### src/rtl/instr_stream_receiver.sv
// rtl/instr_stream_receiver.sv - accepts instruction words into the instr FIFOs and starts the dispatcher per sequence

module instr_stream_receiver #(
    parameter logic [3:0]       END_OPC   = 4'b1111,
    parameter int               CNT_W     = 11,
    parameter logic [CNT_W-1:0] MAX_INSTR = CNT_W'(2047)
) (
    input  logic             clk,
    input  logic             rst,
    input  logic             app_en,
    input  logic [31:0]      app_instr,
    output logic             app_ack,
    input  logic             fifo_full,
    output logic             fifo_wr_en,
    output logic [31:0]      fifo_din,
    input  logic             dispatcher_busy,
    output logic             process_tr,
    output logic [CNT_W-1:0] instr_count,
    output logic             seq_overflow,
    output logic [1:0]       state_out
);

    localparam logic [1:0] S_IDLE     = 2'b00;
    localparam logic [1:0] S_RECV     = 2'b01;
    localparam logic [1:0] S_DISPATCH = 2'b10;
    localparam logic [1:0] S_BUSY     = 2'b11;

    logic [1:0]       state;
    logic             accept;
    logic             xfer;
    logic             is_end;
    logic [CNT_W-1:0] cnt_next;

    // Upstream may hand over a word only while collecting a sequence (or starting one with the dispatcher idle)
    always_comb begin
        accept = ~fifo_full & (((state == S_IDLE) & ~dispatcher_busy) | (state == S_RECV));
    end

    assign app_ack    = app_en & accept;
    assign xfer       = app_en & app_ack;
    assign is_end     = (app_instr[31:28] == END_OPC);
    assign process_tr = (state == S_DISPATCH);
    assign state_out  = state;

    // Count of the sequence after this transfer: first word restarts it, otherwise saturate at MAX_INSTR
    always_comb begin
        cnt_next = instr_count;
        if (state == S_IDLE) begin
            cnt_next = CNT_W'(1);
        end else if (instr_count != MAX_INSTR) begin
            cnt_next = instr_count + CNT_W'(1);
        end
    end

    // FIFO write path, sequence counter, overflow flag and sequence FSM
    always_ff @(posedge clk or posedge rst) begin
        if (rst) begin
            state        <= S_IDLE;
            fifo_wr_en   <= 1'b0;
            fifo_din     <= 32'h0;
            instr_count  <= '0;
            seq_overflow <= 1'b0;
        end else begin
            fifo_wr_en <= xfer;
            if (xfer) begin
                fifo_din    <= app_instr;
                instr_count <= cnt_next;
            end
            case (state)
                S_IDLE: begin
                    if (xfer) begin
                        state <= is_end ? S_DISPATCH : S_RECV;
                    end
                end
                S_RECV: begin
                    if (xfer && (is_end || (cnt_next == MAX_INSTR))) begin
                        state <= S_DISPATCH;
                        if (!is_end) begin
                            seq_overflow <= 1'b1;
                        end
                    end
                end
                S_DISPATCH: begin
                    state <= S_BUSY;
                end
                S_BUSY: begin
                    if (!dispatcher_busy && !fifo_wr_en) begin
                        state <= S_IDLE;
                    end
                end
            endcase
        end
    end

endmodule

### config.mk
export PLATFORM = sky130hd
export DESIGN_NAME = instr_stream_receiver
export DESIGN_NICKNAME = d
export VERILOG_FILES = /design/src/rtl/instr_stream_receiver.sv
export SDC_FILE = /design/constraint.sdc
export NUM_CORES = 1
export LEC_CHECK = 0
export ABC_AREA = 1
export BUFFER_PORTS_ARGS = -buffer_cell sky130_fd_sc_hd__buf_2
export CORE_MARGIN = 2
export CORE_UTILIZATION = 44
export DETAILED_ROUTE_END_ITERATION = 10
export PLACE_DENSITY = 0.81
export SLEW_MARGIN = 20
export SYNTH_ARGS = -nofsm -noshare
export SYNTH_HDL_FRONTEND = slang
export SYNTH_SLANG_ARGS = --single-unit
### constraint.sdc
create_clock -name clk -period 1.8 [get_ports clk]
set_input_delay 0.18 -clock clk [delete_from_list [all_inputs] [get_ports clk]]
set_output_delay 0.18 -clock clk [all_outputs]
set_load 0.1 [all_outputs]
==> results.json, run 1 <==
{
  "status": "finished, violations left",
  "violations": "negative setup slack",
  "clkSlewWorstSetupHoldPaths_ps": 90,
  "diodes": 0,
  "synth_edf_count": 0,
  "slew_headroom_pct": 63.6,
  "ys_seq_area_share_pct": 51.8,
  "grt_max_degree": 25,
  "worstSetupPathType": "reg -> out",
  "antenna_found_initial": 0,
  "r2r_cells": 14,
  "cts.sinks": 47,
  "path_max_fanout": 4,
  "fin_setup_tns_ps": -80.5,
  "slew_viol_final": 0,
  "hold_end": "fifo_din[20]",
  "yosys.area.top_type": "dfrtp_1",
  "hold_class": "in -> reg",
  "max_cap_viol_count": 0,
  "io_buffer_count": 85,
  "die_y_um": 75.9,
  "drtAntennaViolNets": 0,
  "start_kind": "flop",
  "drt_iter0_drc": 135,
  "cts_tree": "built",
  "rr_endpoint": "state_out[0]",
  "place.gp.congestion": 0.840,
  "synth_flop_cell": "dfrtp_1",
  "critPathRequiredTime_ps": 1620,
  "fin_crit_sh_pct": 104,
  "start_util_pct": 45.1,
  "grtUsageTotal_pct": 20.5,
  "synth_top_area_share_pct": 51.8,
  "ys_ff_latch": 47,
  "pre_cts_ws_ps": -30.3,
  "drc": 0,
  "cts_root_buf": "clkbuf_8",
  "io_pins": 86,
  "syn_area_per_cell_sq_um": 7.86,
  "clockBufferDepth": 2,
  "wl_um": 5780,
  "fmax_mhz": 536,
  "synth_area_leaders": "dfrtp_1, nand2_1, nand3_1, o21ai_0, inv_1",
  "rsz0062_at_grt": "true",
  "finalClockSkew_ps": 11.0,
  "setup_violations": 3,
  "area_growth_pct": 42.5,
  "whs_path_depth": 3,
  "vias_per_cell": 4.83,
  "fillers": 427,
  "grt_pass1_wl_um": 9010,
  "synthArstFlopShare_pct": 100,
  "htreeDepth": 2,
  "worst_slew_pin_slew_ps": 545,
  "routedWlPerCell_um": 12.4,
  "drive_gt1_share_pct": 39.9,
  "cts-buffers-inserted": 5,
  "worstReg2RegStart": "instr_count[0]",
  "syn_area_sq_mm": 0.00227,
  "rows": 26,
  "dieArea_sq_mm": 0.00575,
  "finalHoldViolations": 0,
  "dp_hpwl_um": 3890,
  "r2r_slack_ps": -10,
  "cp-end-kind": "output pin",
  "firstDrtPassIters": 5,
  "finalNetCount": 439,
  "arrival_ps": 1690,
  "syn_nets": 331,
  "overflow": 0,
  "die_w_um": 75.9,
  "stdcell_count": 468,
  "ys_types": 23,
  "core_area_sq_mm": 0.00504,
  "hold_start": "app_instr[20]",
  "clock_latency_ps": 300,
  "synthCells": 289,
  "worst_slack_ps": -66.5,
  "via_count": 2262,
  "grt_pass1_vias": 2020,
  "period_needed_ps": 1870,
  "yosysWarningCount": 0,
  "place_inst": 448,
  "startpoint": "state_out[0]"
}
-- placed cells by master, fill, tap and decap left out, types with 4 or more instances in the layout --
master and count:
buf_2 83, buf_4 20, clkbuf_8 5, dfrtp_1 34, dfrtp_2 8, dfrtp_4 5, inv_1 16, inv_4 4
nand2_1 125, nand2_2 6, nand3_1 22, nor2_1 10, nor2_2 4, o21ai_0 15
-- final cells by class --
cell class | instances | area, sq um | share of cell area (%)
multi-input cells | 211 | 1080 | 33.4
inverters | 22 | 92.6 | 2.86
repair buffers | 110 | 687 | 21.2
well taps | 70 | 87.6 | 2.71
flip-flops and latches | 47 | 1200 | 37.2
clock buffers | 6 | 72.6 | 2.24
clock inverters | 2 | 12.5 | 0.387
-- synth_stat cells, types with 2 or more instances --
cell / number
nand2_1: 128
dfrtp_1: 47
nand3_1: 25
inv_1: 19
o21ai_0: 17
nor2_1: 14
clkbuf_1: 5
ha_1: 5
buf_2: 4
a21oi_1: 3
inv_2: 3
nand2_2: 3
nand4_1: 3
o21bai_1: 3
o21ai_1: 2
-- layer usage --
metal,GRT usage (%),wire length [um]
met5,0,0
met2,32.2,2770
met1,28.5,2620
met3,4.50,324
met4,6.43,67
-- how the worst max path moves through the flow --
stage,to,slack [ps],cells past startpoint
2_1_floorplan,state_out[0],-170,14
3_3_place_gp,state_out[0],20,14
3_5_place_dp,state_out[0],-30,15
5_1_grt,state_out[0],-200,14
4_1_cts,app_ack,-90,10
6_report,app_ack,-70,8
-- stage by stage --
step | utilization, % | area (sq um) | hold WS, ps
after global routing | 64.2 | 3240 | 66.9
after detailed placement | 58.3 | 2940 | 264
after global placement | 58.3 | 2940 | 242
after floorplan | - | 2350 | 290
final | 64.2 | 3240 | 60.8
after CTS | 63.0 | 3180 | 59.2
-- cell families after synthesis --
logic type      count (synthesis)  synth area share, %
simple gates                  179                 33.8
flops                          47                 51.8
buf+inv                        32                 5.51
compound gates                 26                 6.17
fa+ha+maj                       5                 2.75
-- worst max-delay path, cell delays in order, from the launching register on --
cell	delay, ps
dfrtp_4	500
buf_4	160
ha_4	170
nor2_2	90
nor2_1	50
nand2_2	90
inv_4	50
buf_12	120
buf_12	150
-- repair_timing --
item / in CTS / in global routing
resized for setup: 13 / 12
hold buffers: 1 / 0
hold endpoints to repair: 23 / 0
setup endpoints to repair: 4 / 30
pin swaps: 4 / 5
buffers inserted: 7 / 2
gates cloned: 2 / 0
-- sequential cells by signal (all words and copies together) (netlist names) --
register      count
instr_count      11
seq_overflow      1
fifo_din         32
state_out         2
fifo_wr_en        1
Power of run 1 is not shown: default switching activity piles up to over one toggle a cycle in this logic, so the estimate is an artifact.
==> run 2, diff against run 1 <==
--- a/config.mk
+++ b/config.mk
@@ -5,12 +5,12 @@
 export SDC_FILE = /design/constraint.sdc
 export NUM_CORES = 1
 export LEC_CHECK = 0
-export ABC_AREA = 1
 export BUFFER_PORTS_ARGS = -buffer_cell sky130_fd_sc_hd__buf_2
 export CORE_MARGIN = 2
-export CORE_UTILIZATION = 44
+export CORE_UTILIZATION = 32
 export DETAILED_ROUTE_END_ITERATION = 10
-export PLACE_DENSITY = 0.81
+export PLACE_DENSITY = 0.63
+export SETUP_SLACK_MARGIN = 0.2
 export SLEW_MARGIN = 20
 export SYNTH_ARGS = -nofsm -noshare
 export SYNTH_HDL_FRONTEND = slang
==> run 2 against run 1 <==
  * The run still ends with negative setup slack left
  * Cell count increased by 12%
  * Routed wire length grew 35%
  * Setup slack worse by 400 ps
  * Utilization is 4.1 points lower
  * Hold slack improved by 6.2 ps
  * Fmax fell by 18%
  * Non-clock buffer count grew 54
  * Die area grew 40%
  * Largest cell class is now multi-input combinational cells
  * Highest routed layer unchanged
==> results.json, run 2 <==
{
  "status": "finished, violations left",
  "violations": "negative setup slack",
  "grt_pass1_wl_um": 12000,
  "setup_violations": 48,
  "core_area_sq_mm": 0.00718,
  "via_count": 2560,
  "antenna_found_initial": 0,
  "worstSetupPathType": "reg -> reg",
  "vias_per_cell": 4.89,
  "mostFrequentLayoutCells": "buf_2, nand2_1, buf_4, nand2_2, dfrtp_1",
  "rows": 31,
  "die_w_um": 89.6,
  "yosysWarningCount": 0,
  "synth_flop_cell": "dfrtp_1",
  "place.gp.congestion": 0.876,
  "hold_class": "in -> reg",
  "period_needed_ps": 2270,
  "drtAntennaViolNets": 0,
  "start_kind": "flop",
  "clkSlewWorstSetupHoldPaths_ps": 100,
  "grt_max_degree": 21,
  "grtUsageTotal_pct": 19.8,
  "synth_edf_count": 0,
  "finalHoldViolations": 0,
  "slew_headroom_pct": 66.9,
  "ys_seq_area_share_pct": 50.1,
  "worst_slew_pin_slew_ps": 499,
  "slew_viol_final": 0,
  "start_util_pct": 32.7,
  "htreeDepth": 2,
  "ys_ff_latch": 47,
  "largest_register_ffs": 32,
  "synth_area_leaders": "dfrtp_1, nand2_1, ha_1, a21oi_1, clkbuf_1",
  "dieArea_sq_mm": 0.00803,
  "routedWlPerCell_um": 14.9,
  "grt_pass1_vias": 2372,
  "cts_tree": "built",
  "cts_root_buf": "clkbuf_8",
  "yosys.area.top_type": "dfrtp_1",
  "syn_area_per_cell_sq_um": 8.75,
  "io_buffer_count": 85,
  "syn_area_sq_mm": 0.00235,
  "wl_um": 7790,
  "critPathRequiredTime_ps": 1990,
  "finalNetCount": 465,
  "cp-end-kind": "flop",
  "cts-buffers-inserted": 5,
  "max_stage_delay_ps": 500,
  "synth_top_area_share_pct": 50.1,
  "crit_buf_inv": 1,
  "synthArstFlopShare_pct": 100,
  "dp_hpwl_um": 4950,
  "arrival_ps": 2460,
  "worst_slack_ps": -467,
  "r2r_slack_ps": -470,
  "regMostFlops": "fifo_din",
  "drt_iter0_drc": 135,
  "drive_gt1_share_pct": 65.6,
  "finalClockSkew_ps": 11.1,
  "io_pins": 86,
  "rsz0062_at_grt": "true",
  "fmax_mhz": 441,
  "clock_latency_ps": 310,
  "fin_crit_sh_pct": 126,
  "max_cap_viol_count": 0,
  "clockBufferDepth": 2,
  "cp_top_family": "compound AO/OA/AOI/OAI gates",
  "firstDrtPassIters": 4,
  "drc": 0,
  "path_max_fanout": 5,
  "final_common_cell": "buf_2",
  "synthCells": 268,
  "area_growth_pct": 83.7,
  "cp_slowest_cell": "or4b_4",
  "syn_nets": 310,
  "fin_setup_tns_ps": -9950,
  "cts.sinks": 47,
  "die_y_um": 89.6,
  "ys_types": 46,
  "overflow": 0,
  "path_cells": "inv_4 -> ha_4 -> nand4b_1 -> o21a_1 -> a211o_1 -> or4b_4 -> o311ai_2 -> o31ai_1",
  "diodes": 0,
  "synthTopCellsByCount": "nand2_1, dfrtp_1, a21oi_1, clkbuf_1, nand3_1",
  "yosysMostFrequentCell": "nand2_1"
}
run 2: cell families after synthesis:
kind of cell / count (synthesis) / synth area share, %
compound gates: 47 / 14.1
fa+ha+maj: 5 / 2.67
buf+inv: 22 / 4.59
flops: 47 / 50.1
mux: 3 / 1.33
simple gates: 144 / 27.2
run 2: layout make-up:
| class | count | area, sq um |
|---|---|---|
| timing repair buffer | 164 | 1360 |
| clock buffer | 5 | 68.8 |
| fill | 616 | 2870 |
| inverter | 6 | 30.0 |
| sequential | 47 | 1210 |
| multi-input combinational | 199 | 1500 |
| clock inverter | 3 | 18.8 |
| tap | 99 | 124 |
run 2: metrics by stage:
step	instance area [sq um]	cells	worst slack (ps)	util, %	hold WS [ps]
6_report	4310	523	-467	60.1	67.1
5_1_grt	4310	523	-559	60.1	61.4
4_1_cts	4050	520	-476	56.4	56.3
3_5_place_dp	3320	489	-628	46.3	221
3_3_place_gp	3320	489	-553	46.3	222
2_1_floorplan	2540	268	-844	-	284
run 2: path summary, 6_finish.rpt:
check,cells after the start,to,startpoint
worst max register to register,8,state_out[0],state_out[1]
max in group asynchronous,4,fifo_din[9],rst
worst max-delay path,8,state_out[0],state_out[1]
worst min-delay path,3,fifo_din[17],app_instr[17]
min in group asynchronous,3,state_out[1],rst
worst min register to register,2,fifo_din[17],fifo_din[17]
run 2: layer usage:
metal,part of all wire (%),up-vias,track usage [%]
met5,0,-,0
met4,0.95,0,4.75
met3,5.3,7,4.11
met2,51,87,33.2
met1,43,1240,26.1
li1,-,1226,-
run 2: timing repair:
action | CTS | global route
pin swaps | 40 | 36
gates cloned | 6 | 0
setup endpoints to repair | 48 | 50
hold buffers | 1 | 0
gates resized for setup | 88 | 62
endpoints found under the hold margin | 18 | 0
setup buffers | 16 | 3
run 2: worst reg2reg max path, stage by stage, from the launching register on:
cell	delay [ps]
dfrtp_4	440
inv_4	40
ha_4	170
nand4b_1	170
o21a_1	210
a211o_1	260
or4b_4	500
o311ai_2	260
o31ai_1	100
Power of run 2 is left out for the same reason.
==> run 3, diff against run 2 <==
--- a/config.mk
+++ b/config.mk
@@ -9,8 +9,9 @@
 export CORE_MARGIN = 2
 export CORE_UTILIZATION = 32
 export DETAILED_ROUTE_END_ITERATION = 10
-export PLACE_DENSITY = 0.63
+export PLACE_DENSITY = 0.61
 export SETUP_SLACK_MARGIN = 0.2
+export SKIP_LAST_GASP = 1
 export SLEW_MARGIN = 20
 export SYNTH_ARGS = -nofsm -noshare
 export SYNTH_HDL_FRONTEND = slang
==> constraint.sdc (replaced) <==
create_clock -name clk -period 2.38 [get_ports clk]
set_input_delay 0.238 -clock clk [delete_from_list [all_inputs] [get_ports clk]]
set_output_delay 0.238 -clock clk [all_outputs]
set_load 0.1 [all_outputs]
==> run 3 against run 2 <==
  * The flow now finishes without violations
  * Hold slack better by 53 ps
  * Sequential share of layout area is 9.3 points higher
  * Cell count decreased by 9.8%
  * Setup slack better by 560 ps
  * Global-route usage decreased by 3.5 points
  * Critical path type unchanged
  * Largest cell class is now flip-flops and latches
  * Fmax decreased by 0.95%
  * Via count shrank 12%
==> results.json, run 3 (synthesis gave the netlist of run 2 again) <==
{
  "wl_um": 6280,
  "critPathRequiredTime_ps": 2600,
  "finalHoldViolations": 0,
  "cts_root_buf": "clkbuf_8",
  "fin_setup_tns_ps": 0,
  "cts.sinks": 47,
  "fmax_mhz": 437,
  "stdcell_count": 472,
  "place_inst": 457,
  "status": "complete, no violations",
  "period_needed_ps": 2290,
  "worst_slew_pin_slew_ps": 500,
  "mostFrequentLayoutCells": "nand2_1, buf_2, dfrtp_1, buf_4, a21oi_1",
  "dp_hpwl_um": 4610,
  "slew_headroom_pct": 66.9,
  "overflow": 0,
  "clkSlewWorstSetupHoldPaths_ps": 90,
  "timing.hold.ws_ps": 120,
  "vias_per_cell": 4.80,
  "io_buffer_count": 85,
  "final_common_cell": "nand2_1",
  "regMostFlops": "fifo_din",
  "dieArea_sq_mm": 0.00803,
  "drive_gt1_share_pct": 39.7,
  "start_util_pct": 32.7,
  "whs_path_depth": 3,
  "worstSetupPathType": "reg -> reg",
  "drtAntennaViolNets": 0,
  "io_pins": 86,
  "cts_tree": "built",
  "rows": 31,
  "path_max_fanout": 3,
  "routedWlPerCell_um": 13.3,
  "grtUsageTotal_pct": 16.3,
  "largest_register_ffs": 32,
  "clock_latency_ps": 300,
  "start_kind": "flop",
  "core_area_sq_mm": 0.00718,
  "setup_violations": 0,
  "max_cap_viol_count": 0,
  "grt_max_degree": 29,
  "finalNetCount": 414,
  "htreeDepth": 2,
  "grt_pass1_vias": 2078,
  "grt_pass1_wl_um": 10000,
  "hold_class": "in -> reg",
  "diodes": 0,
  "drt_iter0_drc": 135,
  "rsz0062_at_grt": "true",
  "firstDrtPassIters": 4,
  "cts-buffers-inserted": 5,
  "r2r_cells": 7,
  "place.gp.congestion": 0.827,
  "die_y_um": 89.6,
  "cp-end-kind": "flop",
  "arrival_ps": 2510,
  "fillers": 689,
  "via_count": 2264,
  "slew_viol_final": 0,
  "finalClockSkew_ps": 8.81,
  "drc": 0,
  "antenna_found_initial": 0,
  "clockBufferDepth": 2,
  "die_w_um": 89.6,
  "area_growth_pct": 37.8,
  "fin_crit_sh_pct": 96.2
}
-- run 3: final timing paths --
check	from	endpoint	slack [ps]
max	instr_count[0]	state_out[1]	90
min	app_instr[3]	fifo_din[3]	120
max reg2reg	instr_count[0]	state_out[1]	90
min reg2reg	fifo_din[13]	fifo_din[13]	470
max in group asynchronous	rst	fifo_din[11]	1280
min in group asynchronous	rst	instr_count[7]	490
-- run 3: area by class of cell --
class                   count  area [sq um]  share of cell area (%)
multi-input cells         199          1130                    34.9
inverters                   6          25.0                   0.774
flip-flops and latches     47          1210                    37.4
clock buffers               8           100                    3.10
well taps                  99           124                    3.83
repair buffers            113           648                    20.1
-- run 3: critical path: stages, from the launching register on --
cell     delay (ps)
dfrtp_4         500
ha_4            170
a41o_1          220
o21a_1          110
a211o_1         240
or4b_4          550
o311a_1         310
nor3_2          110
-- run 3: repair_timing --
item | CTS | global route
setup endpoints to repair | 8 | 4
hold buffers | 1 | 0
setup buffers | 4 | 2
endpoints found under the hold margin | 18 | 0
resized for setup | 5 | 8
pin swaps | 5 | 3
-- run 3: per-layer routing --
layer | share of wire (%) | vias to the layer above | GRT usage [%] | wire length, um
met3 | 5.3 | 6 | 4.02 | 334
met2 | 46 | 65 | 25.3 | 2900
met5 | 0 | - | 0 | 0
met1 | 48 | 1080 | 22.9 | 2990
li1 | - | 1113 | - | -
met4 | 0.91 | 0 | 3.93 | 57
-- run 3: through the flow --
stage | instance area [sq um] | util, % | setup slack, ps
6_report | 3230 | 45.0 | 90.9
3_3_place_gp | 3030 | 42.2 | 38.0
4_1_cts | 3190 | 44.4 | 101
3_5_place_dp | 3030 | 42.2 | -16.1
2_1_floorplan | 2420 | - | -264
5_1_grt | 3230 | 45.0 | -25.2
Power of run 3 is left out for the same reason.
